`src/rtl/int_divider_if.sv`:
```
// Divider <-> EXE-stage bundle: operands and control from the pipeline,
// stall/done/result back to it.
interface int_divider_if #(
    parameter int XLEN = 32
);
    logic            div_start;
    logic [1:0]      div_op;
    logic [XLEN-1:0] dividend;
    logic [XLEN-1:0] divisor;
    logic            flush;
    logic            pipe_advance;
    logic            divide_stall;
    logic            div_done;
    logic [XLEN-1:0] div_result;

    modport master (
        output div_start, div_op, dividend, divisor, flush, pipe_advance,
        input  divide_stall, div_done, div_result
    );

    modport slave (
        input  div_start, div_op, dividend, divisor, flush, pipe_advance,
        output divide_stall, div_done, div_result
    );
endinterface

```
`src/rtl/int_divider.sv`:
```
// Multi-cycle RV32M restoring divider (DIV/DIVU/REM/REMU) that freezes the
// pipeline while iterating; divide-by-zero and signed overflow finish at issue.
module int_divider #(
    parameter int XLEN = 32
) (
    input logic          clk,
    input logic          reset,
    int_divider_if.slave dif
);
    typedef enum logic [1:0] {
        IDLE = 2'd0,
        BUSY = 2'd1,
        DONE = 2'd2
    } state_t;

    localparam logic [5:0]      LAST_CNT = 6'(XLEN - 1);
    localparam logic [XLEN-1:0] MIN_INT  = {1'b1, {(XLEN-1){1'b0}}};

    state_t          state_q, state_d;
    logic [5:0]      cnt_q, cnt_d;
    logic [XLEN-1:0] rem_q, rem_d;
    logic [XLEN-1:0] quo_q, quo_d;
    logic [XLEN-1:0] dvsr_q, dvsr_d;
    logic [XLEN-1:0] result_q, result_d;
    logic            q_neg_q, q_neg_d;
    logic            r_neg_q, r_neg_d;
    logic            is_rem_q, is_rem_d;

    logic            op_signed, op_rem;
    logic            dvd_neg, dvs_neg;
    logic            div_by_zero, overflow, special;
    logic            special_now, start_now;
    logic [XLEN-1:0] dvd_mag, dvs_mag, special_result;
    logic [XLEN:0]   trial;
    logic [XLEN-1:0] rem_step, quo_step, rem_fixed, quo_fixed;

    // Operand decode and the two cases that resolve without iterating
    always_comb begin
        op_signed   = ~dif.div_op[0];
        op_rem      = dif.div_op[1];
        dvd_neg     = op_signed & dif.dividend[XLEN-1];
        dvs_neg     = op_signed & dif.divisor[XLEN-1];
        dvd_mag     = dvd_neg ? -dif.dividend : dif.dividend;
        dvs_mag     = dvs_neg ? -dif.divisor : dif.divisor;
        div_by_zero = (dif.divisor == '0);
        overflow    = op_signed & (dif.dividend == MIN_INT) & (dif.divisor == '1);
        special     = div_by_zero | overflow;
        if (div_by_zero) begin
            special_result = op_rem ? dif.dividend : '1;
        end else begin
            special_result = op_rem ? '0 : MIN_INT;
        end
        special_now = (state_q == IDLE) & dif.div_start & special & ~dif.flush;
        start_now   = (state_q == IDLE) & dif.div_start & ~special & ~dif.flush;
    end

    // One restoring step: shift {rem, quo} left, trial-subtract in XLEN+1 bits
    always_comb begin
        trial = {rem_q, quo_q[XLEN-1]} - {1'b0, dvsr_q};
        if (trial[XLEN]) begin
            rem_step = {rem_q[XLEN-2:0], quo_q[XLEN-1]};
            quo_step = {quo_q[XLEN-2:0], 1'b0};
        end else begin
            rem_step = trial[XLEN-1:0];
            quo_step = {quo_q[XLEN-2:0], 1'b1};
        end
        quo_fixed = q_neg_q ? -quo_step : quo_step;
        rem_fixed = r_neg_q ? -rem_step : rem_step;
    end

    always_ff @(posedge clk or posedge reset) begin
        if (reset) begin
            state_q  <= IDLE;
            cnt_q    <= '0;
            rem_q    <= '0;
            quo_q    <= '0;
            dvsr_q   <= '0;
            result_q <= '0;
            q_neg_q  <= 1'b0;
            r_neg_q  <= 1'b0;
            is_rem_q <= 1'b0;
        end else begin
            state_q  <= state_d;
            cnt_q    <= cnt_d;
            rem_q    <= rem_d;
            quo_q    <= quo_d;
            dvsr_q   <= dvsr_d;
            result_q <= result_d;
            q_neg_q  <= q_neg_d;
            r_neg_q  <= r_neg_d;
            is_rem_q <= is_rem_d;
        end
    end

    // Next state: flush wins everywhere; DONE ignores div_start (same instruction)
    always_comb begin
        state_d = state_q;
        if (dif.flush) begin
            state_d = IDLE;
        end else begin
            case (state_q)
                IDLE:    if (dif.div_start && !special) state_d = BUSY;
                BUSY:    if (cnt_q == LAST_CNT) state_d = DONE;
                DONE:    if (dif.pipe_advance) state_d = IDLE;
                default: state_d = IDLE;
            endcase
        end
    end

    always_comb begin
        cnt_d    = cnt_q;
        rem_d    = rem_q;
        quo_d    = quo_q;
        dvsr_d   = dvsr_q;
        result_d = result_q;
        q_neg_d  = q_neg_q;
        r_neg_d  = r_neg_q;
        is_rem_d = is_rem_q;
        if (dif.flush) begin
            cnt_d = '0;
        end else if (start_now) begin
            cnt_d    = '0;
            rem_d    = '0;
            quo_d    = dvd_mag;
            dvsr_d   = dvs_mag;
            q_neg_d  = dvd_neg ^ dvs_neg;
            r_neg_d  = dvd_neg;
            is_rem_d = op_rem;
        end else if (state_q == BUSY) begin
            cnt_d = cnt_q + 6'd1;
            rem_d = rem_step;
            quo_d = quo_step;
            if (cnt_q == LAST_CNT) begin
                result_d = is_rem_q ? rem_fixed : quo_fixed;
            end
        end
    end

    // Outputs: the only operand-to-result path is the special-case bypass
    always_comb begin
        dif.divide_stall = ~dif.flush & (start_now | (state_q == BUSY));
        dif.div_done     = special_now | ((state_q == DONE) & ~dif.flush);
        dif.div_result   = special_now ? special_result : result_q;
    end
endmodule

```
`src/flat_wrapper.sv`:
```
// flat-port wrapper written by rule: the top's interface ports become plain ports
module int_divider_flat 
#(
    parameter int XLEN = 32
)
  (clk, reset, dif_div_start, dif_div_op, dif_dividend, dif_divisor, dif_flush, dif_pipe_advance, dif_divide_stall, dif_div_done, dif_div_result);
  int_divider_if #(.XLEN(XLEN)) dif_i ();
  input logic clk;
  input logic reset;
  input wire logic [$bits(dif_i.div_start)-1:0] dif_div_start;
  input wire logic [$bits(dif_i.div_op)-1:0] dif_div_op;
  input wire logic [$bits(dif_i.dividend)-1:0] dif_dividend;
  input wire logic [$bits(dif_i.divisor)-1:0] dif_divisor;
  input wire logic [$bits(dif_i.flush)-1:0] dif_flush;
  input wire logic [$bits(dif_i.pipe_advance)-1:0] dif_pipe_advance;
  output wire logic [$bits(dif_i.divide_stall)-1:0] dif_divide_stall;
  output wire logic [$bits(dif_i.div_done)-1:0] dif_div_done;
  output wire logic [$bits(dif_i.div_result)-1:0] dif_div_result;
  assign dif_i.div_start = dif_div_start;
  assign dif_i.div_op = dif_div_op;
  assign dif_i.dividend = dif_dividend;
  assign dif_i.divisor = dif_divisor;
  assign dif_i.flush = dif_flush;
  assign dif_i.pipe_advance = dif_pipe_advance;
  assign dif_divide_stall = dif_i.divide_stall;
  assign dif_div_done = dif_i.div_done;
  assign dif_div_result = dif_i.div_result;
  int_divider #(.XLEN(XLEN)) u_core (.clk(clk), .reset(reset), .dif(dif_i));
endmodule
```
`config.mk`:
```
export PLATFORM = sky130hd
export DESIGN_NAME = int_divider_flat
export DESIGN_NICKNAME = d
export VERILOG_FILES = /design/src/rtl/int_divider_if.sv /design/src/rtl/int_divider.sv /design/src/flat_wrapper.sv
export SDC_FILE = /design/constraint.sdc
export NUM_CORES = 1
export LEC_CHECK = 0
export CELL_PAD_IN_SITES_DETAIL_PLACEMENT = 1
export CELL_PAD_IN_SITES_GLOBAL_PLACEMENT = 1
export CORE_AREA = 10 10 195 197
export DETAILED_ROUTE_END_ITERATION = 8
export DIE_AREA = 0 0 205 207
export PLACE_DENSITY_LB_ADDON = 0.15
export SKIP_LAST_GASP = 1
export SYNTH_ARGS = -nofsm -noshare
export SYNTH_HDL_FRONTEND = slang
export SYNTH_SLANG_ARGS = --single-unit
```
`constraint.sdc`:
```
create_clock -name clk -period 14.2 [get_ports clk]
set_input_delay 1.42 -clock clk [delete_from_list [all_inputs] [get_ports clk]]
set_output_delay 1.42 -clock clk [all_outputs]
set_load 0.005 [all_outputs]
```
==> results of run 1 <==
==> flip-flops by register name (all words and copies together), names as in the netlist <==
name / flops
u_core.result_q: 32
u_core.cnt_q: 6
u_core.is_rem_q: 1
u_core.q_neg_q: 1
u_core.dvsr_q: 32
u_core.rem_q: 32
u_core.quo_q: 32
u_core.r_neg_q: 1
u_core.state_q: 2
==> cell usage in the layout, fill, tap and decap left out, types with 5 or more instances in the layout <==
master and count:
dfrtp_1 138, o21ai_0 170, nand2b_1 15, ha_1 38
and2_1 7, nand3_1 51, and3_1 7, o41ai_1 8
a22oi_1 7, or4_1 9, nor2_1 150, a221o_1 23
mux2i_1 24, inv_1 54, o31ai_1 22, nor2b_1 36
nor4_1 18, clkdlybuf4s50_1 104, nand4_1 21, xor2_1 67
clkbuf_16 17, o21ai_1 14, a21o_1 18, nor3_1 24
buf_4 13, or3_1 14, a31oi_1 10, bufinv_16 7
a21oi_2 7, a21oi_1 100, o211ai_1 10, o21a_1 5
nand2_1 185, xnor2_1 76
==> cells in the mapped netlist (21+ instances only) <==
master    count
nand2_1     186
o21ai_0     170
nor2_1      150
dfrtp_1     139
a21oi_1     100
xnor2_1      76
xor2_1       67
inv_1        55
nand3_1      51
clkbuf_1     45
ha_1         38
nor2b_1      36
buf_2        28
mux2i_1      24
nor3_1       24
a221o_1      23
o31ai_1      22
nand4_1      21
==> final timing paths <==
check,endpoint,start,cells past startpoint,slack (ns)
worst max register to register,u_core.result_q[22]$_DFFE_PP0P_,u_core.dvsr_q[0]$_DFFE_PP0P_,23,8.80
max in group asynchronous,u_core.is_rem_q$_DFFE_PP0P_,reset,3,11.38
worst max-delay path,dif_div_result[16],dif_divisor[8],10,7.10
worst min-delay path,u_core.dvsr_q[6]$_DFFE_PP0P_,u_core.dvsr_q[6]$_DFFE_PP0P_,2,0.48
min in group asynchronous,u_core.result_q[7]$_DFFE_PP0P_,reset,2,1.53
worst min register to register,u_core.dvsr_q[6]$_DFFE_PP0P_,u_core.dvsr_q[6]$_DFFE_PP0P_,2,0.48
==> per-stage QoR <==
step | utilization | instance area [sq um] | hold slack, ns | power, W | setup slack, ns
floorplan | - | 11850 | 0.4432 | 0.0008383 | 8.912
CTS | 0.4065 | 13870 | 0.4882 | 0.001537 | 7.080
global placement | 0.3864 | 13180 | 0.4645 | 0.0009798 | 7.255
detailed placement | 0.3864 | 13180 | 0.4717 | 0.0009886 | 7.093
global route | 0.4065 | 13870 | 0.5004 | 0.001615 | 6.816
finish | 0.4065 | 13870 | 0.4820 | 0.001526 | 7.095
==> cell families (layout without fill, tap and decap cells) <==
logic type                 count (synthesis)  after routing
muxes                                     29             29
xor gates and xnor gates                 144            144
and+or+nand+nor                          571            571
buffers and inverters                    144            204
AOI/OAI and AO/OA                        448            448
DFF                                      139            139
adders and majority gates                 39             39
==> layout make-up <==
| cell class | count | share of cell area |
|---|---|---|
| multi-input combinational | 1231 | 0.5608 |
| sequential | 139 | 0.2509 |
| timing repair buffer | 117 | 0.08209 |
| tap | 455 | 0.04105 |
| clock buffer | 20 | 0.03221 |
| clock inverter | 11 | 0.01741 |
| inverter | 56 | 0.01552 |
==> power by group through the flow <==
stage | registers [W] | logic (W) | clock network (W)
after floorplan | 0.000489 | 0.000349 | 0
after detailed placement | 0.000518 | 0.000471 | 0
after global placement | 0.000516 | 0.000464 | 0
after CTS | 0.000511 | 0.000476 | 0.000550
after global routing | 0.000520 | 0.000527 | 0.000568
final | 0.000512 | 0.000471 | 0.000544
==> per-layer routing <==
metal | vias up | global-route usage
li1 | 5471 | -
met1 | 5542 | 0.2518
met2 | 147 | 0.3186
met3 | 40 | 0.02965
met4 | 0 | 0.04675
met5 | - | 0
==> worst reg2reg max path, delay by kind of cell, from the launching register on <==
kind,cells,cell delay (ns)
buffers and inverters,1,0.14
DFF,1,0.48
and+or+nand+nor,6,0.89
muxes,1,0.15
xor gates and xnor gates,2,0.39
AOI/OAI and AO/OA,10,2.25
adders and majority gates,3,0.98
==> impl_metrics.env, run 1 <==
export IMPL_vias=11200
export IMPL_combPwrFrac=0.309
export IMPL_cts_sinks=139
export IMPL_synth_area_mux_share=0.02620
export IMPL_viasPerCell=5.520
export IMPL_routed_wirelength_mm=40.82
export IMPL_clkPwrFrac=0.356
export IMPL_synthCells=1514
export IMPL_drt_pass1_iter_count=5
export IMPL_yosysTopAreaCell="dfrtp_1"
export IMPL_route_met2_wl_mm=19.72
export IMPL_grt_pass1_vias=11560
export IMPL_max_stage_delay_ns=0.65
export IMPL_dieArea_sq_um=42440
export IMPL_rows=68
export IMPL_synth_area_sq_um=11850
export IMPL_port_buffers=104
export IMPL_ctsHtreeMaxLevel=4
export IMPL_drv_cap=0
export IMPL_synth_compound_area_frac=0.2451
export IMPL_ctsRootBufferMaster="clkbuf_16"
export IMPL_min_period_over_period=0.5003
export IMPL_powerDensity_nw_per_um2=110.1
export IMPL_routed_top_layer="met4"
export IMPL_grt_start_max_net_pins=96
export IMPL_yosysWarnings=0
export IMPL_power_internal_w=0.0009827
export IMPL_wl_met1_mm=19.33
export IMPL_postCtsHoldBufs=0
export IMPL_cts_resized=0
export IMPL_route_met3_wl_mm=1.055
export IMPL_layout_cells_non_filler=2029
export IMPL_antenna_found_initial=0
export IMPL_finalSetupViolCount=0
export IMPL_syn_area_per_cell_sq_um=7.824
export IMPL_synth_seq_cells=139
export IMPL_fillerInstances=4103
export IMPL_fmax_ghz=0.1407
export IMPL_start_util=0.3472
export IMPL_path_buf_inv=2
export IMPL_gp_congestion=0.8736
export IMPL_grt_ovfl_total=0
export IMPL_cts_buffers_inserted=17
export IMPL_p_leak_nw=5.606
export IMPL_min_period_ns=7.105
export IMPL_synth_xor_area_frac=0.1071
export IMPL_n_antenna_cell=0
export IMPL_cts_tree="yes"
export IMPL_rsz0062_at_grt="false"
export IMPL_synth_flop_cell="dfrtp_1"
export IMPL_outcome="completed"
export IMPL_grt_total_usage=0.1912
export IMPL_synth_fa_ha_area_frac=0.04183
export IMPL_drt_iter0_markers=598
export IMPL_crit_path_end_kind="primary output"
export IMPL_synth_top_cells_by_area="dfrtp_1 (29%), o21ai_0 (7.2%), nand2_1 (5.9%)"
export IMPL_synth_top_family_by_area="compound AO/OA/AOI/OAI gates"
export IMPL_p_seq_frac=0.335
export IMPL_p_sw_w=0.0005437
export IMPL_boundaryPins=105
export IMPL_yosys_area_share_simple=0.2349
export IMPL_crit_arrival_ns=5.68
export IMPL_regArea_sq_um=3480
export IMPL_placedCellCount=1998
export IMPL_synth_top_cell_area_share=0.2937
export IMPL_die_h_um=207
export IMPL_seq_area_frac_synth=0.2937
export IMPL_grt_pass1_wl_mm=65.51
export IMPL_die_w_um=205
export IMPL_finalHoldViolations=0
export IMPL_insertion_delay_ns=0.46
export IMPL_antenna_left=0
export IMPL_yosysUniqueCellTypes=98
export IMPL_syn_to_final_growth_pct=17.09
export IMPL_postCtsSetupBuffers=0
export IMPL_clock_skew_ns=0.01496
export IMPL_clkSlewWorstSetupHoldPaths_ns=0.06
export IMPL_worstSetupStartpointType="primary input"
export IMPL_crit_chain="clkdlybuf4s50_1, or4_1, or3_1, nor3_2, nand2_1, or3_4, nor4_4, nand2_1, o21ai_0, clkdlybuf4s50_1"
export IMPL_ys_async_sr_fraction=1.000
export IMPL_ir_drop_mv=0.09446
export IMPL_clock_path_buffers=2
export IMPL_synth_edf_count=0
export IMPL_drive_above_1_share=0.06163
export IMPL_crit_family="simple AND/OR/NAND/NOR gates"
export IMPL_tightest_slew_ns=1.102
export IMPL_fin_tns_setup_ns=0
export IMPL_required_ns=12.78
export IMPL_syn_num_nets=1624
export IMPL_drv_slew=0
export IMPL_slowest_stage="nand2_1"
export IMPL_drt_wirelength_per_cell_um=20.12
export IMPL_multi_input_area_sq_um=7779
export IMPL_crit_fanout=31
export IMPL_final_nets=1672
export IMPL_slew_headroom=0.2629
export IMPL_switching_share=0.3562
export IMPL_worstSetupPathType="in -> out"
export IMPL_drt_drc_violations_left=0
export IMPL_coreArea_sq_um=34120
export IMPL_place_hpwl_mm=30.92
export IMPL_hold_class="reg -> reg"
Note: power is estimated with default switching activity, not from simulation.
==> run 2, diff against run 1 <==
- clock period: 14.2 -> 6.1 ns (I/O delays scaled with it)
==> run 2 against run 1 <==
Against the previous run:
- power increased by 130%
- non-clock buffer count increased by 3
- critical endpoint is now u_core.result_q[30]$_DFFE_PP0P_
- core utilization increased by 0.070 points
- largest power group unchanged
- sequential cell count unchanged
- clock power increased by 130%
- register-to-register slack got worse by 7.8 ns
- first-iteration DRC count increased by 6.5%
- largest cell class unchanged
- sequential share of layout area about the same
- critical path depth increased by 14
- highest routed layer unchanged
- global-route usage increased by 0.23 points
- combinational power increased by 140%
- sequential power increased by 130%
==> impl_metrics.env, run 2 (synthesized netlist as in run 1, its figures left out) <==
export IMPL_crit_family="compound AO/OA/AOI/OAI gates"
export IMPL_preCtsSetupSlack_ns=1.046
export IMPL_drt_wirelength_per_cell_um=20.35
export IMPL_worstSetupStartpointType="flop"
export IMPL_clock_path_buffers=2
export IMPL_grt_pass1_vias=11650
export IMPL_postCtsSetupBuffers=0
export IMPL_antenna_found_initial=0
export IMPL_antenna_left=0
export IMPL_gp_congestion=0.8541
export IMPL_min_to="u_core.dvsr_q[25]$_DFFE_PP0P_"
export IMPL_syn_to_final_growth_pct=17.29
export IMPL_place_hpwl_mm=31.12
export IMPL_fmax_ghz=0.1958
export IMPL_drv_slew=0
export IMPL_cts_sinks=139
export IMPL_drt_drc_violations_left=0
export IMPL_crit_chain="inv_1, ha_1, fa_1, nand2b_1, a21oi_2, o22ai_2, o21ai_2, a31oi_4, xnor2_4, inv_2, nor2_1, a21oi_1, ha_1, nor3b_1, nand2_1, nor3_1, nand2b_1, mux2i_1, a31oi_1, o21bai_2, o41ai_2, xor2_1, a21oi_1, a21oi_1"
export IMPL_cp_common_cell="a21oi_1"
export IMPL_fin_ws_ns=0.9939
export IMPL_min_period_over_period=0.8371
export IMPL_min_period_ns=5.106
export IMPL_tightest_slew_ns=1.160
export IMPL_holdPathStages=2
export IMPL_routed_wirelength_mm=41.36
export IMPL_boundaryPins=105
export IMPL_layout_common_cells="nand2_1 (185), o21ai_0 (170), nor2_1 (150), dfrtp_1 (138), clkdlybuf4s50_1 (104)"
export IMPL_crit_fanout=8
export IMPL_ctsRootBufferMaster="clkbuf_16"
export IMPL_worstSetupPathType="reg -> reg"
export IMPL_drt_pass1_iter_count=5
export IMPL_postCtsHoldBufs=0
export IMPL_hold_start="u_core.dvsr_q[25]$_DFFE_PP0P_"
export IMPL_crit_arrival_ns=5.48
export IMPL_layout_commonest_cell="nand2_1"
export IMPL_layout_cells_non_filler=2032
export IMPL_fin_area_sq_um=13890
export IMPL_powerDensity_nw_per_um2=254.5
export IMPL_fin_tns_setup_ns=0
export IMPL_clkSlewWorstSetupHoldPaths_ns=0.07
export IMPL_grt_start_max_net_pins=95
export IMPL_fillerInstances=4137
export IMPL_max_stage_delay_ns=0.41
export IMPL_cts_tree="yes"
export IMPL_required_ns=6.47
export IMPL_rows=68
export IMPL_n_antenna_cell=0
export IMPL_placedCellCount=2001
export IMPL_finalSetupViolCount=0
export IMPL_path_buf_inv=2
export IMPL_grt_total_usage=0.1934
export IMPL_ir_drop_mv=0.2093
export IMPL_cts_buffers_inserted=17
export IMPL_die_h_um=207
export IMPL_p_leak_nw=5.611
export IMPL_place_area_sq_um=13220
export IMPL_port_buffers=104
export IMPL_r2r_end="u_core.result_q[30]$_DFFE_PP0P_"
export IMPL_hold_class="reg -> reg"
export IMPL_drt_iter0_markers=637
export IMPL_grt_pass1_wl_mm=66.29
export IMPL_dieArea_sq_um=42440
export IMPL_drive_above_1_share=0.06468
export IMPL_total_power_w=0.003536
export IMPL_die_w_um=205
export IMPL_start_util=0.3472
export IMPL_clock_skew_ns=0.01343
export IMPL_r2r_cells=24
export IMPL_viasPerCell=5.526
export IMPL_coreArea_sq_um=34120
export IMPL_ctsHtreeMaxLevel=4
export IMPL_rsz0062_at_grt="false"
export IMPL_grt_ovfl_total=0
export IMPL_vias=11230
export IMPL_outcome="completed"
export IMPL_slowest_stage="fa_1"
export IMPL_ff2ff_setup_slack_ns=0.99
export IMPL_r2r_start="u_core.quo_q[31]$_DFFE_PP0P_"
export IMPL_drv_cap=0
export IMPL_crit_path_end_kind="flop"
export IMPL_insertion_delay_ns=0.45
export IMPL_final_nets=1675
export IMPL_cts_resized=0
export IMPL_slew_headroom=0.2243
export IMPL_finalHoldViolations=0
[run 2: changes by cell type in the layout (fill, tap and decap cells not counted)]
cell,previous run,this run
clkinv_4,3,1
inv_6,1,4
buf_12,0,1
buf_4,13,15
clkinvlp_4,0,3
bufinv_16,7,6
clkinv_2,1,0
clkbuf_1,2,0
[run 2: worst max-delay path by stage]
stage          slack [ns]  cells after the start                              end                         start
3_3_place_gp         1.15                     12               dif_div_result[31]                dif_divisor[8]
3_5_place_dp         1.05                     12               dif_div_result[31]                dif_divisor[8]
5_1_grt              0.56                     24  u_core.result_q[30]$_DFFE_PP0P_  u_core.quo_q[31]$_DFFE_PP0P_
4_1_cts              0.99                     24  u_core.result_q[30]$_DFFE_PP0P_  u_core.quo_q[31]$_DFFE_PP0P_
2_1_floorplan        1.30                     26  u_core.result_q[22]$_DFFE_PP0P_  u_core.quo_q[31]$_DFFE_PP0P_
6_report             0.99                     24  u_core.result_q[30]$_DFFE_PP0P_  u_core.quo_q[31]$_DFFE_PP0P_
[run 2: layout make-up]
cell class / instances / area (sq um) / share of cell area
Tap cell: 455 / 569.3 / 0.04098
Clock buffer: 18 / 439.2 / 0.03161
Sequential cell: 139 / 3480 / 0.2505
Multi-Input combinational cell: 1231 / 7779 / 0.5599
Clock inverter: 13 / 237.7 / 0.01711
Inverter: 56 / 215.2 / 0.01549
Timing Repair Buffer: 120 / 1174 / 0.08447
[run 2: tightest hold or removal path: stages (launching register included)]
cell and delay, ns:
dfrtp_1 0.34, nand2_1 0.05, o21ai_0 0.06
[run 2: through the flow]
step / hold WS (ns) / util
finish: 0.4851 / 0.4072
global route: 0.5125 / 0.4072
CTS: 0.4907 / 0.4072
detailed placement: 0.4744 / 0.3874
global placement: 0.4606 / 0.3874
floorplan: 0.4432 / -
[run 2: layer usage]
metal,up-vias,routed length [um],GRT usage
li1,5477,-,-
met1,5563,19430,0.2518
met2,150,20160,0.3248
met3,38,1196,0.03293
met4,0,575,0.04498
met5,-,0,0
[run 2: power breakdown]
part	internal (W)	total, W	switching (W)
Combinational	0.000439	0.00111	0.000672
Clock	0.000780	0.00124	0.000461
Sequential	0.00103	0.00119	0.000152
Total	0.00225	0.00354	0.00128
